### src/rtl/nios_e_system_nios2_qsys_0_oci_dct_packer.sv
// Packs 2-bit direct-control-transfer codes into 15-code packets with a
// single-entry output slot, explicit/idle flush and a sticky drop flag.
module nios_e_system_nios2_qsys_0_oci_dct_packer #(
    parameter int IDLE_TIMEOUT = 255
) (
    input  logic        clk,
    input  logic        reset_n,
    input  logic        dct_valid,
    input  logic [1:0]  dct_code,
    input  logic        flush,
    input  logic        clear_overflow,
    input  logic        out_ready,
    output logic [29:0] dct_buffer,
    output logic [3:0]  dct_count,
    output logic        pkt_valid,
    output logic [33:0] pkt_data,
    output logic        overflow
);

    localparam int IW = (IDLE_TIMEOUT < 2) ? 1 : $clog2(IDLE_TIMEOUT + 1);
    localparam logic [IW-1:0] IDLE_MAX  = IW'(IDLE_TIMEOUT);
    localparam logic [IW-1:0] IDLE_LAST = (IDLE_TIMEOUT == 0) ? '0 : IW'(IDLE_TIMEOUT - 1);

    logic [29:0]   buf_reg, buf_next;
    logic [3:0]    cnt_reg, cnt_next;
    logic          pkt_valid_reg, pkt_valid_next;
    logic [33:0]   pkt_data_reg, pkt_data_next;
    logic          overflow_reg, overflow_next;
    logic          flush_pend_reg, flush_pend_next;
    logic [IW-1:0] idle_reg, idle_next;

    logic slot_free, emit, accept, drain_empty, timeout, pend_set_ok;

    always_comb begin
        slot_free   = !pkt_valid_reg || out_ready;
        emit        = slot_free && ((cnt_reg == 4'd15) || (flush_pend_reg && (cnt_reg != 4'd0)));
        accept      = dct_valid && ((cnt_reg != 4'd15) || emit);
        drain_empty = (cnt_reg == 4'd0) && !accept;
        timeout     = (IDLE_TIMEOUT != 0) && (cnt_reg != 4'd0) && !accept && !emit
                      && (idle_reg == IDLE_LAST);
        // A flush request is meaningless if the accumulator ends up empty.
        pend_set_ok = !drain_empty && !(emit && !accept);

        buf_next        = buf_reg;
        cnt_next        = cnt_reg;
        pkt_valid_next  = pkt_valid_reg;
        pkt_data_next   = pkt_data_reg;
        overflow_next   = overflow_reg;
        flush_pend_next = flush_pend_reg;
        idle_next       = idle_reg;

        if (emit) begin
            pkt_data_next  = {cnt_reg, buf_reg};
            pkt_valid_next = 1'b1;
            buf_next       = accept ? {28'b0, dct_code} : 30'b0;
            cnt_next       = accept ? 4'd1 : 4'd0;
        end else begin
            if (accept) begin
                buf_next = {buf_reg[27:0], dct_code};
                cnt_next = cnt_reg + 4'd1;
            end
            if (pkt_valid_reg && out_ready)
                pkt_valid_next = 1'b0;
        end

        // Set wins over clear so a drop is never lost.
        if (dct_valid && !accept)
            overflow_next = 1'b1;
        else if (clear_overflow)
            overflow_next = 1'b0;

        if (accept || (cnt_reg == 4'd0))
            idle_next = '0;
        else if (idle_reg != IDLE_MAX)
            idle_next = idle_reg + IW'(1);

        if (emit || drain_empty)
            flush_pend_next = 1'b0;
        if ((flush || timeout) && pend_set_ok)
            flush_pend_next = 1'b1;
    end

    always_ff @(posedge clk or negedge reset_n) begin
        if (!reset_n) begin
            buf_reg        <= '0;
            cnt_reg        <= '0;
            pkt_valid_reg  <= 1'b0;
            pkt_data_reg   <= '0;
            overflow_reg   <= 1'b0;
            flush_pend_reg <= 1'b0;
            idle_reg       <= '0;
        end else begin
            buf_reg        <= buf_next;
            cnt_reg        <= cnt_next;
            pkt_valid_reg  <= pkt_valid_next;
            pkt_data_reg   <= pkt_data_next;
            overflow_reg   <= overflow_next;
            flush_pend_reg <= flush_pend_next;
            idle_reg       <= idle_next;
        end
    end

    assign dct_buffer = buf_reg;
    assign dct_count  = cnt_reg;
    assign pkt_valid  = pkt_valid_reg;
    assign pkt_data   = pkt_data_reg;
    assign overflow   = overflow_reg;

endmodule

### config.mk
export PLATFORM = sky130hd
export DESIGN_NAME = nios_e_system_nios2_qsys_0_oci_dct_packer
export DESIGN_NICKNAME = d
export VERILOG_FILES = /design/src/rtl/nios_e_system_nios2_qsys_0_oci_dct_packer.sv
export SDC_FILE = /design/constraint.sdc
export NUM_CORES = 1
export LEC_CHECK = 0
export ABC_AREA = 1
export BUFFER_PORTS_ARGS = -buffer_cell sky130_fd_sc_hd__clkbuf_2
export CAP_MARGIN = 20
export CORE_MARGIN = 2
export CORE_UTILIZATION = 57
export DETAILED_ROUTE_END_ITERATION = 10
export PLACE_DENSITY = 0.84
export SLEW_MARGIN = 10
export SYNTH_ARGS = -nofsm -noshare
export SYNTH_HDL_FRONTEND = slang
export SYNTH_SLANG_ARGS = --single-unit
### constraint.sdc
create_clock -name clk -period 4.5 [get_ports clk]
set_input_delay 0.225 -clock clk [delete_from_list [all_inputs] [get_ports clk]]
set_output_delay 0.225 -clock clk [all_outputs]
set_load 0.01 [all_outputs]
==> results.toml <==
[detailed_routing]
drt_iter0_drc = 178
drt-wirelength-per-cell_um = 13.8
routed_wirelength_um = 6700
antenna_violating_nets_post_route = 0
num_vias = 2543
dr_pass1_iterations = 4
drc_errors = 0
via_per_inst = 5.25

[global_route]
grt_max_degree = 105
grt_remaining_overflow = 0
grt_util_all_layers_pct = 22.0
antenna_found_initial = 0
grt_pass1_vias = 2388
grt_first_pass_wirelength_um = 10700

[cts]
post-cts-setup-buffers = 0
cts_sinks = 79
cts_tree = "done"
max-clock-path-buffers = 2
cts_hold_repair.buffers = 0
cts_root_buffer = "sky130_fd_sc_hd__clkbuf_8"
h-tree-depth = 3
post_cts.resized_instances = 0
cts_made_buffers = 9
clk_latency_ns = 0.34
clkSlewWorstSetupHoldPaths_ns = 0.08

[logic_synthesis]
synth.yosys.seq_area_share_pct = 59.0
synth_top_family_by_area = "simple AND/OR/NAND/NOR gates"
mappedNetlistArea_mm2 = 0.00335
synth_xor_area_share_pct = 1.05
synth.mux.area_fraction_pct = 0
syn_nets = 349
synth_area_per_cell_um2 = 9.94
ys_ff_latch = 79
synth.lib_cells_used.distinct = 30
postSynthCellCount = 337
yosysWarnings = 0
share_of_the_synthesized_area_in_compound_gates_ao_oa_aoi_oai_pct = 13.7
yosys.area_share.adder_pct = 1.49
synthSimpleGateAreaFrac_pct = 15.2

[power]
ir_drop_v = 0.000528
power.leakage_uw = 0.00195
power_density_mw_per_mm2 = 552

[timing]
post_layout_min_period_ns = 2.46
holdWs_ns = 0.0239
worstMarginPinSlew_ns = 0.967
setup_viol_count_final = 0
period_share_pct = 54.7
finalSetupTns_ns = 0
final.setup_skew_ns = 0.00622
fmaxAchievable_mhz = 406
timing.slew.headroom_pct = 35.5
slew_violations = 0
grt_setup_unrepaired = "no"
finalHoldViolations = 0

[critical_path]
timing.setup.critical_path_class = "flip-flop to flip-flop"
critical-path-max-stage-delay_ns = 0.71
critical_path_required_ns = 4.75
critical_path.endpoint_type = "flip-flop"
critical_path_arrival_ns = 2.71
start_kind = "flip-flop"
timing.critical_path.slowest_stage_cell = "sky130_fd_sc_hd__nand2_4"
maximum_fanout_encountered_on_the_critical_timing_path = 104
reg2reg_setup_slack_ns = 2.04
cp_cell_sequence = "inv_1 > ha_1 > nand3_2 > nand2_2 > nand2_2 > nand2_4 > nand2_4 > o21ai_0"

[run]
maxCapViolations = 0

[finish]
layout.cell_area.non_filler_mm2 = 0.00392
final_common_cell = "sky130_fd_sc_hd__dfrtp_1"
multiInputGateArea_mm2 = 0.00105
n_diodes = 0
area_growth_syn_to_layout_pct = 17.1
flip_flop_count_of_the_largest_register_all_copies_and_words_added = 34
mostFrequentLayoutCells = "79 x sky130_fd_sc_hd__dfrtp_1, 76 x sky130_fd_sc_hd__clkbuf_2, 62 x sky130_fd_sc_hd__o21ai_0"
final_layout_size_suffix_gt1_share_pct = 26.9
n_fill_cell = 429
area_occupied_by_registers_mm2 = 0.00198
finish.net_count = 420

[floorplan]
die_x_um = 80.7
initial_core_util_pct = 60.1
ios = 78
core.rowCount = 27
core_area_mm2 = 0.00557
die_area_mm2 = 0.00651
chipHeight_um = 80.7

[hold_path]
hold_path.class = "input port to asynchronous set/reset pin"

[place]
dp.final_hpwl_um = 4340
placement.cell_area_mm2 = 0.00368
io_buffers = 77
gp_congestion = 0.868

[run_status]
run_status = "complete, no violations"
## worst max-delay path: cells and delay by family, from the launching register on
family / cells / cell delay [ns]
and+or+nand+nor: 5 / 1.32
adders and majority gates: 1 / 0.17
AOI/OAI and AO/OA: 1 / 0.30
DFF: 1 / 0.42
buffers and inverters: 1 / 0.13
## final timing paths
kind / start / to / cells after the start
worst max-delay path: dct_count[0] / dct_buffer[15] / 8
worst min-delay path: reset_n / dct_count[2] / 1
worst max register to register: dct_count[0] / dct_buffer[15] / 8
worst min register to register: pkt_data[24] / pkt_data[24] / 2
max in group asynchronous: reset_n / pkt_data[1] / 1
min in group clk: clear_overflow / overflow / 2
## stage by stage
stage	power, uW	setup WS (ns)	cells	utilization (%)
2_1_floorplan	1450	3.00	337	-
3_3_place_gp	1520	2.17	469	66.0
3_5_place_dp	1540	2.05	469	66.0
4_1_cts	2190	2.03	484	70.4
5_1_grt	2300	1.80	484	70.4
6_report	2170	2.04	484	70.4
## cell usage after synthesis, drive strengths merged
library cell / number / area share [%]
a211oi: 1 / 0.22
nand2: 55 / 6.8
nand4: 3 / 0.56
xnor2: 1 / 0.26
clkbuf: 5 / 0.67
nor3: 2 / 0.30
dfrtp: 79 / 59
xor2: 3 / 0.78
nor2: 8 / 1.6
o21a: 1 / 0.22
ha: 4 / 1.5
o21ai: 75 / 12
buf: 12 / 3.8
nand3: 38 / 6.0
o31ai: 1 / 0.22
inv: 45 / 5.0
a21oi: 4 / 0.71
## cell families (layout without fill, tap and decap cells)
kind of cell / Yosys count / in the layout
AO/OA/AOI/OAI: 82 / 82
flip-flops: 79 / 79
AND/OR/NAND/NOR: 106 / 106
adder cells (fa/ha/maj): 4 / 4
buffers and inverters: 62 / 137
XOR/XNOR: 4 / 4
## area by class of cell
| type | instances | share of cell area (%) |
|---|---|---|
| clock buffer | 12 | 3.95 |
| multi-input combinational | 196 | 26.9 |
| timing repair buffer | 77 | 9.89 |
| sequential | 79 | 50.4 |
| inverter | 45 | 4.30 |
| clock inverter | 3 | 2.30 |
| tap | 72 | 2.30 |
## layer usage
| layer | wire length (um) | vias to the layer above | global-route usage (%) |
|---|---|---|---|
| li1 | - | 1238 | - |
| met1 | 3010 | 1220 | 28.1 |
| met2 | 3210 | 75 | 35.3 |
| met3 | 385 | 10 | 6.74 |
| met4 | 86 | 0 | 8.14 |
| met5 | 0 | - | 0 |
## power breakdown
part	switching, uW	leakage (uW)	internal, uW
sequential	91.6	0.00108	829
combinational	433	0.000746	176
clock	242	0.000123	396
total	767	0.00195	1400
Note: power is estimated with default switching activity, not from simulation.
